### config.mk
export PLATFORM = sky130hd
export DESIGN_NAME = byte_deserializer
export DESIGN_NICKNAME = d
export VERILOG_FILES = /design/src/rtl/byte_deserializer.sv
export SDC_FILE = /design/constraint.sdc
export NUM_CORES = 1
export LEC_CHECK = 0
export CORE_UTILIZATION = 45
export CTS_CLUSTER_DIAMETER = 80
export DETAILED_ROUTE_END_ITERATION = 8
export DONT_BUFFER_PORTS = 1
export PLACE_DENSITY = 0.72
export SLEW_MARGIN = 20
export SYNTH_ARGS = -nofsm -noshare
export SYNTH_HDL_FRONTEND = slang
export SYNTH_SLANG_ARGS = --single-unit
### constraint.sdc
create_clock -name clk -period 1.5 [get_ports clk]
set_input_delay 0.15 -clock clk [delete_from_list [all_inputs] [get_ports clk]]
set_output_delay 0.15 -clock clk [all_outputs]
set_load 0.05 [all_outputs]
### src/rtl/byte_deserializer.sv
// byte_deserializer: collects MS-first bytes into NUM_BYTES-wide words behind a one-entry valid/ready buffer
module byte_deserializer #(
  parameter int NUM_BYTES = 8,
  parameter int CNT_W = 16
) (
  input  logic                   clk,
  input  logic                   reset,
  input  logic [7:0]             inData8,
  input  logic                   inValid,
  input  logic                   inFirst,
  output logic [8*NUM_BYTES-1:0] outData64,
  output logic                   outValid,
  input  logic                   outReady,
  output logic                   alignErr,
  output logic                   overflow,
  output logic [CNT_W-1:0]       wordCount
);
  localparam int W = 8 * NUM_BYTES;
  localparam int CW = $clog2(NUM_BYTES + 1);
  typedef enum logic {IDLE, COLLECT} state_t;
  state_t state;
  logic [W-1:0] shreg;
  logic [CW-1:0] cnt;
  logic take, done;
  logic [W-1:0] next_word;
  // handshake, word completion and the shifted word the current byte would produce
  always_comb begin
    take = outValid && outReady;
    done = (state == COLLECT) && inValid && !inFirst && (cnt == CW'(NUM_BYTES - 1));
    next_word = {shreg[W-9:0], inData8};
  end
  // framing FSM, shift register, output buffer and status registers
  always_ff @(posedge clk) begin
    if (reset) begin
      state <= IDLE;
      shreg <= '0;
      cnt <= '0;
      outData64 <= '0;
      outValid <= 1'b0;
      alignErr <= 1'b0;
      overflow <= 1'b0;
      wordCount <= '0;
    end else begin
      alignErr <= 1'b0;
      if (inValid) begin
        if (inFirst) begin
          shreg <= W'(inData8);
          cnt <= CW'(1);
          state <= COLLECT;
          alignErr <= (state == COLLECT);
        end else if (state == IDLE) begin
          alignErr <= 1'b1;
        end else if (done) begin
          cnt <= '0;
          state <= IDLE;
        end else begin
          shreg <= next_word;
          cnt <= cnt + CW'(1);
        end
      end
      if (done && (!outValid || take)) begin
        outData64 <= next_word;
        outValid <= 1'b1;
      end else begin
        if (take) outValid <= 1'b0;
        if (done) overflow <= 1'b1;
      end
      if (take) wordCount <= wordCount + CNT_W'(1);
    end
  end
endmodule

==> impl_metrics.toml, run 1 <==
[global_route]
global_route.overflow_total = 0
number_of_global_route_vias_before_repair = 4570
grt_antenna_before_repair = 0
total_track_usage_pct = 23.5
maximum_number_of_pins_on_one_net_before_global_route_repair = 145
grt_first_pass_wirelength_um = 23100

[power_and_ir_drop]
combPwrFrac_pct = 3.4
netSwitchingFraction_pct = 20.9
netSwitchingPower_uw = 1740
p_seq_share_pct = 46.3
p_int_uw = 6590
leakage_uw = 0.00299
pwr_density_cell_mw_per_mm2 = 1060
power.share.clock_pct = 50.3
worst_ir_drop_vdd_v = 0.000841

[sta]
rsz0062_at_grt = "true"
hold_ws_ps = -196
hold_violations = 142
timing.final.crit_share_pct = 115
final_max_slew_viol_count = 0
fin_ws_ps = -231
final_critical_delay_including_setup_and_external_delays_ps = 1730
timing.clock.skew_ps = 7.23
worst_slew_pin_slew_ps = 567
worst_slew_margin_rel_pct = 62.2
max_freq_mhz = 578
timing.final.setup_violations = 121

[critical_path]
regToRegEndpoint = "outData64[48]"
critPathLaunch = "cnt[1]"
ff2ff_path_depth = 7
path_delay_family = "simple AND/OR/NAND/NOR gates"
cp.depth = 7
cp_launch_type = "flop"
timing_worst_setup_path_type = "flop to flop"
crit_end_element = "flop"
crit_buf_inv = 2
r2r_setup_slack_ps = -230
cells_along_the_critical_path = "ha_4, nand4b_4, nor3b_4, buf_4, buf_12, mux2i_1, nor2_1"
timing.rr.start = "cnt[1]"
critical_path.max_stage_delay_ps = 350
arrival_ps = 2030
cp_slowest_cell = "dfxtp_2"
worstPathMaxFanout = 9
critPathRequiredTime_ps = 1800
endpoint = "outData64[48]"

[clock_tree]
htreeDepth = 4
cts_hold_repair.buffers = 2
clkSlewWorstSetupHoldPaths_ps = 60
cts-buffers-inserted = 17
cts_tree = "done"
cts.root.buffer_cell = "clkbuf_16"
cts_buffer_depth = 2
cts_num_sinks = 144
clock_insertion_delay_at_the_later_pin_of_the_skew_report_ps = 420

[routing]
route.final.wire_length_um = 15300
routed-via-count = 4735
wl_met1_um = 6320
dr_wl_met2_um = 7590
avgRoutedWirePerCell_um = 18.2
vias_per_cell = 5.62
antenna_violating_nets_post_route = 0
drt_first_pass_iters = 7
drt_first_iter_violations = 339
drt_drc_violations_left = 6
route.top_layer_used = "met4"
met3_length_um = 1020

[synthesis]
synthesis.area_per_instance_um2 = 9.49
postSynthCellCount = 574
proportion_of_synthesized_chip_area_in_sequential_cells_pct = 52.9
synth_area_mm2 = 0.00545
yosysUniqueCellTypes = 38
synth.most_common_cell = "dfxtp_1"
synth_warnings = 0
synth_area_leader_cell = "dfxtp_1"
synth_nets = 590
ys_seq_elements = 144
synth_flop_cell = "dfxtp_1"
synth.top_cells.by_area = "dfxtp_1 (53%), mux2i_1 (13%), nand4_1 (6.3%), nor2_1 (6.0%), a21oi_1 (5.3%)"
synth_edf_count = 0
synth_top_cell_area_share_pct = 52.9
synth_top_cells_by_count = "dfxtp_1 (144), nor2_1 (87), mux2i_1 (72)"
async_flop_share_pct = 0

[floorplan]
ios = 96
core.rowCount = 39
die_x_um = 112
initial_core_util_pct = 46.9
die_area_mm2 = 0.0125
fp.coreArea_mm2 = 0.0116
die_height_um = 112

[layout]
area.sequential_mm2 = 0.00293
num-fill-cells = 831
multiInputGateArea_mm2 = 0.00269
number_of_diodes = 0
layout-drive-gt1-share_pct = 38.0
synthToLayoutAreaGrowth_pct = 44.1
design.final.nets = 703
utilization_pct = 67.6

[placed_design]
detailed_placement_hpwl_um = 8350
port_buf_inserts = 0
detailedPlace.worstSlack_ps = -165
gp_congestion = 0.865

[hold_path]
timing.hold.worst.class = "primary input to flop"

[run]
maxcap_violations = 0

[outcome]
run_status = "finished, violations left"
failing_checks = "DRC, hold timing, setup timing"
==> registers in the layout (all words and copies together), names as in the netlist <==
name / flops
alignErr: 1
cnt: 4
outData64: 64
outValid: 1
overflow: 1
shreg: 56
state: 1
wordCount: 16
==> layout make-up <==
type | count | share of cell area, %
clock inverters | 12 | 1.80
clock buffers | 20 | 5.69
multi-input cells | 381 | 34.2
well taps | 143 | 2.28
flip-flops and latches | 144 | 37.3
repair buffers | 140 | 18.6
inverters | 3 | 0.159
==> power groups by stage <==
stage / Combinational [uW] / Clock, uW / Sequential [uW]
2_1_floorplan: 177 / 0 / 3930
3_3_place_gp: 169 / 0 / 3940
3_5_place_dp: 174 / 0 / 3940
4_1_cts: 252 / 4210 / 3860
5_1_grt: 297 / 4420 / 3860
6_report: 282 / 4200 / 3860
==> worst min-delay path by stage <==
stage,to,cells past startpoint,slack (ps),startpoint
finish,outData64[41],1,-200,reset
CTS,shreg[50],1,-210,reset
global placement,outData64[63],1,230,reset
floorplan,shreg[0],2,290,inData8[0]
global route,shreg[34],1,-210,reset
detailed placement,shreg[36],1,230,reset
==> per-layer routing <==
metal	vias up	GRT usage, %
met5	-	0
met2	181	39.7
met4	0	10.8
li1	2225	-
met1	2296	27.5
met3	33	6.97
==> kinds of logic (layout without fill, tap and decap cells) <==
family                     count (synthesis)  count (layout)  synth area share (%)
and+or+nand+nor                          227             228                  20.1
muxes                                     72              72                  13.2
buffers and inverters                     50             175                  5.01
adders and majority gates                  3               3                 0.689
DFF                                      144             144                  52.9
xor gates and xnor gates                  11              11                  1.77
AOI/OAI and AO/OA                         67              67                  6.27
==> layout by cell type (no fill, tap or decap), types with 11 or more instances in the layout <==
| cell | instances |
|---|---|
| a21oi_1 | 26 |
| a21oi_2 | 32 |
| buf_12 | 11 |
| buf_4 | 99 |
| buf_6 | 14 |
| clkbuf_16 | 19 |
| dfxtp_1 | 128 |
| mux2i_1 | 64 |
| nand2_1 | 28 |
| nand2_2 | 12 |
| nand2_4 | 14 |
| nand4_1 | 55 |
| nor2_1 | 87 |
==> through the flow <==
stage	cells	area (um^2)	TNS [ps]	total power, uW
final	843	7850	-13620	8340
after global routing	843	7850	-21740	8580
after CTS	836	7530	-16710	8330
after detailed placement	781	6380	-7730	4120
after global placement	781	6380	-3530	4110
after floorplan	574	5570	-36.8	4110
==> repair_timing <==
| item | 4_1_cts | 5_1_grt |
|---|---|---|
| buffers inserted | 9 | 13 |
| hold endpoints to repair | 144 | 142 |
| resized for setup | 30 | 101 |
| pin swaps | 6 | 52 |
| setup endpoints to repair | 108 | 127 |
| gates cloned | 12 | 3 |
==> worst register-to-register path: cells and delay by family (launching register included) <==
family / cells / cell delay (ps)
fa+ha+maj: 1 / 150
buf+inv: 2 / 360
flops: 1 / 350
mux: 1 / 250
simple gates: 3 / 500
No activity file was read; power rests on OpenSTA's default activity.
==> run 2, diff against run 1 <==
ABC_CLOCK_PERIOD_IN_PS = 1500   (was not set)
SKIP_CTS_REPAIR_TIMING = 1   (was not set)
==> run 2 against run 1 <==
Compared with the run above:
- the flow still finishes with violations (DRC, hold timing, setup timing)
- sequential power is essentially flat
- cell count down 1.1%
- non-clock buffer count is 8 lower
- die area stayed put
- critical path type unchanged
- critical endpoint is now outData64[43]
- largest cell class unchanged
- largest power group unchanged
==> impl_metrics.toml, run 2 (synthesized netlist as in run 1, its figures left out) <==
[critical_path]
timing_worst_setup_path_type = "flop to flop"
arrival_ps = 2040
timing.rr.start = "cnt[0]"
r2r_setup_slack_ps = -230
ff2ff_path_depth = 8
critPathLaunch = "cnt[0]"
crit_end_element = "flop"
cp_launch_type = "flop"
worstPathMaxFanout = 8
critical_path.max_stage_delay_ps = 350
cells_along_the_critical_path = "ha_4, nand4b_4, nor3b_4, buf_6, buf_12, clkbuf_16, mux2i_1, nor2_1"
cp.depth = 8
endpoint = "outData64[43]"
crit_buf_inv = 3
regToRegEndpoint = "outData64[43]"
cp_slowest_cell = "dfxtp_2"
critPathRequiredTime_ps = 1800
path_delay_family = "buffers and inverters"

[clock_tree]
cts.root.buffer_cell = "clkbuf_16"
clock_insertion_delay_at_the_later_pin_of_the_skew_report_ps = 420
htreeDepth = 4
clkSlewWorstSetupHoldPaths_ps = 60
cts_tree = "done"
cts_buffer_depth = 2
cts_num_sinks = 144
cts-buffers-inserted = 17

[placed_design]
port_buf_inserts = 0
gp_congestion = 0.865
placed_cells_incl_taps = 781
detailed_placement_hpwl_um = 8350

[global_route]
global_route.overflow_total = 0
total_track_usage_pct = 20.9
grt_antenna_before_repair = 0
grt_first_pass_wirelength_um = 20800
number_of_global_route_vias_before_repair = 4268
maximum_number_of_pins_on_one_net_before_global_route_repair = 145

[layout]
finalNonFillerCells = 834
multiInputGateArea_mm2 = 0.00250
design.final.nets = 694
final_common_cell = "dfxtp_1"
max_reg_flops = 64
utilization_pct = 64.7
mostFrequentLayoutCells = "dfxtp_1 (128), buf_4 (103), nor2_1 (87)"
layout-drive-gt1-share_pct = 32.1
area.sequential_mm2 = 0.00293
number_of_diodes = 0
registers_with_the_most_flip_flops = "outData64 x64, shreg x56, wordCount x16"
synthToLayoutAreaGrowth_pct = 37.9
largest-register = "outData64"
num-fill-cells = 876

[sta]
final_critical_delay_including_setup_and_external_delays_ps = 1730
rsz0062_at_grt = "true"
fin_ws_ps = -234
hold_violations = 142
final_max_slew_viol_count = 0
worst_slew_pin_slew_ps = 550
timing.clock.skew_ps = 7.74
worst_slew_margin_rel_pct = 63.4
timing.final.setup_violations = 122
timing.final.crit_share_pct = 116
hold_ws_ps = -196
max_freq_mhz = 577

[routing]
routed-via-count = 4583
drt_drc_violations_left = 6
avgRoutedWirePerCell_um = 17.2
route.final.wire_length_um = 14400
drt_first_pass_iters = 7
vias_per_cell = 5.50
antenna_violating_nets_post_route = 0
drt_first_iter_violations = 260

[run]
maxcap_violations = 0

[power_and_ir_drop]
leakage_uw = 0.00285
pnr_total_power_uw = 8330
pwr_density_cell_mw_per_mm2 = 1110
worst_ir_drop_vdd_v = 0.000840

[outcome]
run_status = "finished, violations left"
failing_checks = "DRC, hold timing, setup timing"

[floorplan]
ios = 96
die_x_um = 112
initial_core_util_pct = 46.9
die_height_um = 112
fp.coreArea_mm2 = 0.0116
core.rowCount = 39
die_area_mm2 = 0.0125

[hold_path]
timing.hold.worst.class = "primary input to flop"
==> run 2: worst min-delay path by stage <==
stage	startpoint	end	cells past startpoint
after floorplan	inData8[0]	shreg[0]	2
after global placement	reset	outData64[63]	1
after detailed placement	reset	shreg[36]	1
after CTS	reset	shreg[50]	1
final	reset	outData64[41]	1
after global routing	reset	outData64[41]	1
==> run 2: cell type report <==
| type | instances | area share [%] |
|---|---|---|
| Inverter | 3 | 0.167 |
| Clock inverter | 12 | 1.88 |
| Tap cell | 143 | 2.38 |
| Multi-Input combinational cell | 380 | 33.3 |
| Clock buffer | 20 | 5.95 |
| Timing Repair Buffer | 132 | 17.4 |
| Sequential cell | 144 | 39.0 |
==> run 2: report_power, final <==
part / internal, uW / switching [uW] / total [uW] / leakage (uW)
clock: 2640 / 1560 / 4200 / 0.000290
combinational: 129 / 141 / 270 / 0.00138
sequential: 3830 / 27.4 / 3860 / 0.00117
==> run 2: stage by stage <==
step | setup slack (ps) | instance area, um^2 | hold WS [ps] | TNS (ps)
after floorplan | -36.8 | 5570 | 294 | -36.8
after detailed placement | -165 | 6380 | 233 | -7730
after global placement | -88.2 | 6380 | 231 | -3530
after global routing | -297 | 7510 | -213 | -24030
final | -234 | 7510 | -196 | -15580
after CTS | -228 | 6970 | -205 | -10320
==> run 2: layer usage <==
metal | vias to the layer above | global-route usage [%] | part of all wire (%)
met3 | 32 | 7.78 | 6.1
li1 | 2201 | - | -
met5 | - | 0 | 0
met2 | 140 | 35.5 | 51
met4 | 0 | 7.38 | 2.1
met1 | 2210 | 24.2 | 41
